`src/rtl/timer_counter.sv`:
```
// timer_counter: memory-mapped down-counter with CTRL/PRESET/COUNT registers,
// one-shot or auto-reload operation and a maskable interrupt request.
module timer_counter #(
    parameter logic [31:0] BASE = 32'h0000_7F00
) (
    input  logic        clk,
    input  logic        reset,
    input  logic [31:0] addr,
    input  logic [3:0]  byteen,
    input  logic [31:0] wdata,
    output logic [31:0] rdata,
    output logic        irq
);

    typedef enum logic [1:0] {
        S_IDLE = 2'd0,
        S_LOAD = 2'd1,
        S_CNT  = 2'd2,
        S_INT  = 2'd3
    } state_t;

    localparam logic [1:0] SEL_CTRL   = 2'd0;
    localparam logic [1:0] SEL_PRESET = 2'd1;
    localparam logic [1:0] SEL_COUNT  = 2'd2;
    localparam logic [1:0] MODE_RELOAD = 2'b01;

    // Byte-lane merge: each enabled lane takes the new byte, others keep the old one.
    function automatic logic [31:0] merge_lanes(input logic [31:0] old_v,
                                                input logic [31:0] new_v,
                                                input logic [3:0]  be);
        logic [31:0] res;
        res = old_v;
        for (int i = 0; i < 4; i++) begin
            if (be[i]) begin
                res[8*i +: 8] = new_v[8*i +: 8];
            end else begin
                res[8*i +: 8] = old_v[8*i +: 8];
            end
        end
        return res;
    endfunction

    state_t      state_q, state_d;
    logic [3:0]  ctrl_q, ctrl_d;
    logic [31:0] preset_q, preset_d;
    logic [31:0] count_q, count_d;
    logic        irq_flag_q, irq_flag_d;
    logic        irq_q;

    logic        hit_s;
    logic [1:0]  sel_s;
    logic        wr_ctrl_s;
    logic        wr_preset_s;
    logic        en_clr_s;
    logic        unused_addr_bits;

    // Word offset within the window is all that matters; byte offset is ignored.
    assign unused_addr_bits = ^addr[1:0];
    assign sel_s            = addr[3:2];

    // Address decode and write strobes; the slot at offset 12 is a hole.
    always_comb begin
        hit_s       = 1'b0;
        wr_ctrl_s   = 1'b0;
        wr_preset_s = 1'b0;
        if ((addr[31:4] == BASE[31:4]) && (sel_s != 2'b11)) begin
            hit_s = 1'b1;
        end else begin
            hit_s = 1'b0;
        end
        if (hit_s && (byteen != 4'b0000)) begin
            wr_ctrl_s   = (sel_s == SEL_CTRL);
            wr_preset_s = (sel_s == SEL_PRESET);
        end else begin
            wr_ctrl_s   = 1'b0;
            wr_preset_s = 1'b0;
        end
    end

    // Combinational read mux; misses return zero.
    always_comb begin
        rdata = 32'h0000_0000;
        if (hit_s) begin
            case (sel_s)
                SEL_CTRL:   rdata = {28'h000_0000, ctrl_q};
                SEL_PRESET: rdata = preset_q;
                SEL_COUNT:  rdata = count_q;
                default:    rdata = 32'h0000_0000;
            endcase
        end else begin
            rdata = 32'h0000_0000;
        end
    end

    // Counter FSM next state; decisions use the current (pre-edge) CTRL and PRESET.
    always_comb begin
        state_d    = state_q;
        count_d    = count_q;
        irq_flag_d = irq_flag_q;
        en_clr_s   = 1'b0;
        case (state_q)
            S_IDLE: begin
                if (ctrl_q[0]) begin
                    state_d = S_LOAD;
                end else begin
                    state_d = S_IDLE;
                end
            end
            S_LOAD: begin
                count_d = preset_q;
                state_d = S_CNT;
            end
            S_CNT: begin
                if (!ctrl_q[0]) begin
                    state_d = S_IDLE;
                end else if (count_q > 32'd1) begin
                    count_d = count_q - 32'd1;
                end else begin
                    count_d    = 32'd0;
                    irq_flag_d = 1'b1;
                    state_d    = S_INT;
                end
            end
            S_INT: begin
                if (ctrl_q[2:1] == MODE_RELOAD) begin
                    irq_flag_d = 1'b0;
                    state_d    = S_LOAD;
                end else begin
                    en_clr_s = 1'b1;
                    state_d  = S_IDLE;
                end
            end
            default: begin
                state_d = S_IDLE;
            end
        endcase
        // A CPU write to CTRL always acknowledges a pending interrupt.
        if (wr_ctrl_s) begin
            irq_flag_d = 1'b0;
        end else begin
            irq_flag_d = irq_flag_d;
        end
    end

    // Register-file next values; a CPU write to CTRL wins over the FSM's EN clear.
    always_comb begin
        ctrl_d   = ctrl_q;
        preset_d = preset_q;
        if (en_clr_s) begin
            ctrl_d[0] = 1'b0;
        end else begin
            ctrl_d[0] = ctrl_q[0];
        end
        if (wr_ctrl_s && byteen[0]) begin
            ctrl_d = wdata[3:0];
        end else begin
            ctrl_d = ctrl_d;
        end
        if (wr_preset_s) begin
            preset_d = merge_lanes(preset_q, wdata, byteen);
        end else begin
            preset_d = preset_q;
        end
    end

    // State and register update with synchronous reset.
    always_ff @(posedge clk) begin
        if (reset) begin
            state_q    <= S_IDLE;
            ctrl_q     <= 4'h0;
            preset_q   <= 32'h0000_0000;
            count_q    <= 32'h0000_0000;
            irq_flag_q <= 1'b0;
            irq_q      <= 1'b0;
        end else begin
            state_q    <= state_d;
            ctrl_q     <= ctrl_d;
            preset_q   <= preset_d;
            count_q    <= count_d;
            irq_flag_q <= irq_flag_d;
            irq_q      <= ctrl_d[3] & irq_flag_d;
        end
    end

    assign irq = irq_q;

endmodule
```
`config.mk`:
```
export PLATFORM = sky130hd
export DESIGN_NAME = timer_counter
export DESIGN_NICKNAME = d
export VERILOG_FILES = /design/src/rtl/timer_counter.sv
export SDC_FILE = /design/constraint.sdc
export NUM_CORES = 1
export LEC_CHECK = 0
export ABC_AREA = 1
export CAP_MARGIN = 10
export CORE_MARGIN = 3
export CORE_UTILIZATION = 25
export CTS_BUF_LIST = sky130_fd_sc_hd__clkbuf_2 sky130_fd_sc_hd__clkbuf_4 sky130_fd_sc_hd__clkbuf_8
export CTS_CLUSTER_SIZE = 14
export DETAILED_ROUTE_END_ITERATION = 10
export DONT_BUFFER_PORTS = 1
export GPL_TIMING_DRIVEN = 0
export SLEW_MARGIN = 15
export SYNTH_ARGS = -nofsm -noshare
export SYNTH_HDL_FRONTEND = slang
export SYNTH_SLANG_ARGS = --single-unit
```
`constraint.sdc`:
```
create_clock -name clk -period 3.45 [get_ports clk]
set_input_delay 0.69 -clock clk [delete_from_list [all_inputs] [get_ports clk]]
set_output_delay 0.69 -clock clk [all_outputs]
set_load 0.02 [all_outputs]
```
==> metrics.yaml <==
setup_path:
  r2r_end: "count_q[29]$_SDFFE_PP0P_"
  cp_num_buf_inv: 2
  max_stage_delay_ns: 0.50
  setup.worst_path.start_class: "primary input"
  cp.arrival_ns: 2.14
  r2r_cells: 10
  critical_path_class: "in -> out"
  cp.required_ns: 2.76
  cp_top_family: "buffers and inverters"
  crit_end: "rdata[28]"
  cp-startpoint: "addr[2]"
  crit_cells: 5
  worstReg2RegStart: "count_q[0]$_SDFFE_PP0P_"
  cp_max_fo: 10
  cpMaxStageDelayCell: "a21oi_1"
  r2r_setup_slack_ns: 1.56
  cp-end-kind: "primary output"
  crit_path_cell_trace: "inv_1, nor2_1, clkbuf_1, nand2_1, a21oi_1"
cts:
  clk_pin_slew_ns: 0.08
  cts_made_buffers: 9
  hold_buffers: 0
  cts_setup_buffers: 0
  cts.sink_count: 72
  clk_latency_ns: 0.38
  cts-root-buf: "clkbuf_8"
  cts_tree: "done"
  ctsHtreeMaxLevel: 3
  cts_buffer_depth: 2
  cts_resized: 0
sta:
  min_period_ns: 2.827
  max_slew_margin_pct: 59.28
  hold_viol_final: 0
  timing.final.ws_setup_ns: 0.6230
  tightest_slew_ns: 0.6080
  drv_slew: 0
  setup_viol: 0
  skew_ns: 0.01138
  fmax_mhz: 353.7
  tns_ns: 0
  timing.final.crit_share_pct: 81.94
  rsz0062_at_grt: "false"
flow_run:
  cap_violations: 0
die:
  die_h_um: 142.3
  initial_core_util_pct: 25.67
  io_pins: 103
  core_um2: 18090
  die-width_um: 142.3
  rows: 49
  die_area_um2: 20240
detailed_routing:
  drtAntennaViolNets: 0
  firstDrtPassIters: 4
  viasPerCell: 4.565
  vias: 4716
  first_iter_violations: 403
  route.detailed.wl_per_inst_um: 14.40
  drc_errors: 0
  drt-total-wl_mm: 14.87
pwr:
  leakage_nw: 2.447
  p_int_mw: 1.414
  power.density_nw_per_um2: 348.0
  switchingPower_mw: 0.3949
  p_clk_share_pct: 51.1
  combPwrFrac_pct: 3.0
  p_seq_share_pct: 45.9
  sw_frac_of_total_pct: 21.83
  vdd.ir_drop.worst_uv: 134.0
yosys:
  ys_types: 28
  yosys_warnings: 0
  netlist_area_um2: 4643
  synth_nets: 860
  avgSynthCellArea_um2: 5.892
  yosys-top-cells-area: "dfxtp_1, nand2_1, nor2_1"
  yosys.area.top_type: "dfxtp_1"
  ys_seq_area_share_pct: 31.04
  synth-seq-cells: 72
  synth_cells: 788
  synth_top_area_share_pct: 31.04
final_layout:
  final_cell_area_um2: 5197
  syn_to_final_growth_pct: 11.94
  antenna_cells: 0
  drive_gt1_share_pct: 6.965
  final_nets: 871
  fillers: 2020
  final_core_util_pct: 28.74
place:
  postPlaceCellArea_um2: 4930
  place.gp.congestion: 0.8899
  place.port_buffers: 0
  dpl.hpwl_mm: 11.46
  post-place-ws_ns: 0.6064
global_route:
  grt_pass1_wl_mm: 23.07
  grt_util_met3_pct: 4.133
  grt-ovfl-total: 0
  grt_max_degree: 13
  grt_pass1_vias: 4317
  use_met1_pct: 19.52
  antenna_found_initial: 0
  track_usage_pct: 14.60
  grt_busiest_layer: "met2"
  met2_usage_pct: 23.11
worst_hold_path:
  worstHoldStart: "reset"
  hp-class: "in -> reg"
outcome:
  outcome: "finished clean"
cells by family (layout without fill, tap and decap cells):
group                    after synthesis  after routing  share of synthesized area (%)
adder cells (fa/ha/maj)                2              2                         0.5389
AO/OA/AOI/OAI                        138            138                          15.31
AND/OR/NAND/NOR                      441            441                          38.86
buffers and inverters                114            130                          10.29
XOR/XNOR                              21             21                          3.961
flip-flops                            72             72                          31.04
cells in the mapped netlist:
library cell,n
inv_2,2
clkbuf_1,16
o21ai_1,1
o21a_1,3
nor3_1,1
buf_6,5
o21ai_0,42
buf_4,1
nand2_1,233
nor2_4,2
nand3_1,21
buf_2,7
nor2_1,155
ha_1,2
buf_1,2
nand2_2,2
xor2_1,16
dfxtp_1,72
inv_1,81
or2_2,2
nand4_1,7
a31oi_1,4
a21oi_1,87
xnor2_1,5
nor2_2,13
a211oi_2,1
nand2_4,4
nor2_8,1
power by group through the flow:
| stage | Sequential [mW] | Clock [mW] | Combinational (mW) |
|---|---|---|---|
| after global placement | 0.850 | 0 | 0.0548 |
| after detailed placement | 0.850 | 0 | 0.0553 |
| after CTS | 0.830 | 0.943 | 0.0554 |
| after global routing | 0.830 | 0.974 | 0.0608 |
| final | 0.830 | 0.924 | 0.0550 |
| after floorplan | 0.850 | 0 | 0.0370 |
stage by stage:
| step | std cells | power [mW] | hold WS (ns) |
|---|---|---|---|
| after floorplan | 788 | 0.8867 | 0.4720 |
| after global placement | 1017 | 0.9045 | 0.5037 |
| after detailed placement | 1017 | 0.9050 | 0.4924 |
| after CTS | 1033 | 1.829 | 0.3556 |
| after global routing | 1033 | 1.865 | 0.3625 |
| final | 1033 | 1.809 | 0.3789 |
registers in the layout, indices dropped and copies added, names as in the netlist:
name / cells
preset_q: 32
irq_flag_q: 1
irq: 1
ctrl_q: 4
state_q: 2
count_q: 32
worst min path at each step:
| stage | endpoint | cells after the start | slack [ns] |
|---|---|---|---|
| 5_1_grt | state_q[0]$_SDFFE_PP0P_ | 1 | 0.36 |
| 3_3_place_gp | state_q[0]$_SDFFE_PP0P_ | 1 | 0.50 |
| 4_1_cts | state_q[0]$_SDFFE_PP0P_ | 1 | 0.36 |
| 2_1_floorplan | state_q[0]$_SDFFE_PP0P_ | 1 | 0.47 |
| 3_5_place_dp | state_q[0]$_SDFFE_PP0P_ | 1 | 0.49 |
| 6_report | state_q[0]$_SDFFE_PP0P_ | 1 | 0.38 |
cells in the final DEF (no fill, tap or decap), drive strengths merged:
cell    count
a21oi      87
clkbuf     26
xor2       16
clkinv      2
nand3      21
or2         2
bufinv      4
nand2     239
nand4       7
o21ai      43
ha          2
nor2      171
a211oi      1
dfxtp      72
buf        15
nor3        1
inv        83
xnor2       5
o21a        3
a31oi       4
area by class of cell:
| type | count | area (µm²) | share of cell area, % |
|---|---|---|---|
| flip-flops and latches | 72 | 1441 | 27.73 |
| clock buffers | 10 | 137.6 | 2.648 |
| clock inverters | 6 | 130.1 | 2.504 |
| inverters | 83 | 311.5 | 5.994 |
| well taps | 229 | 286.5 | 5.513 |
| plain buffers | 31 | 166.4 | 3.202 |
| multi-input cells | 602 | 2724 | 52.41 |
per-layer routing:
metal | share of wire (%) | up-vias
met5 | 0 | -
met4 | 1.1 | 0
met3 | 6.5 | 13
met2 | 44 | 137
met1 | 48 | 2084
li1 | - | 2482
No activity file was read; power rests on OpenSTA's default activity.
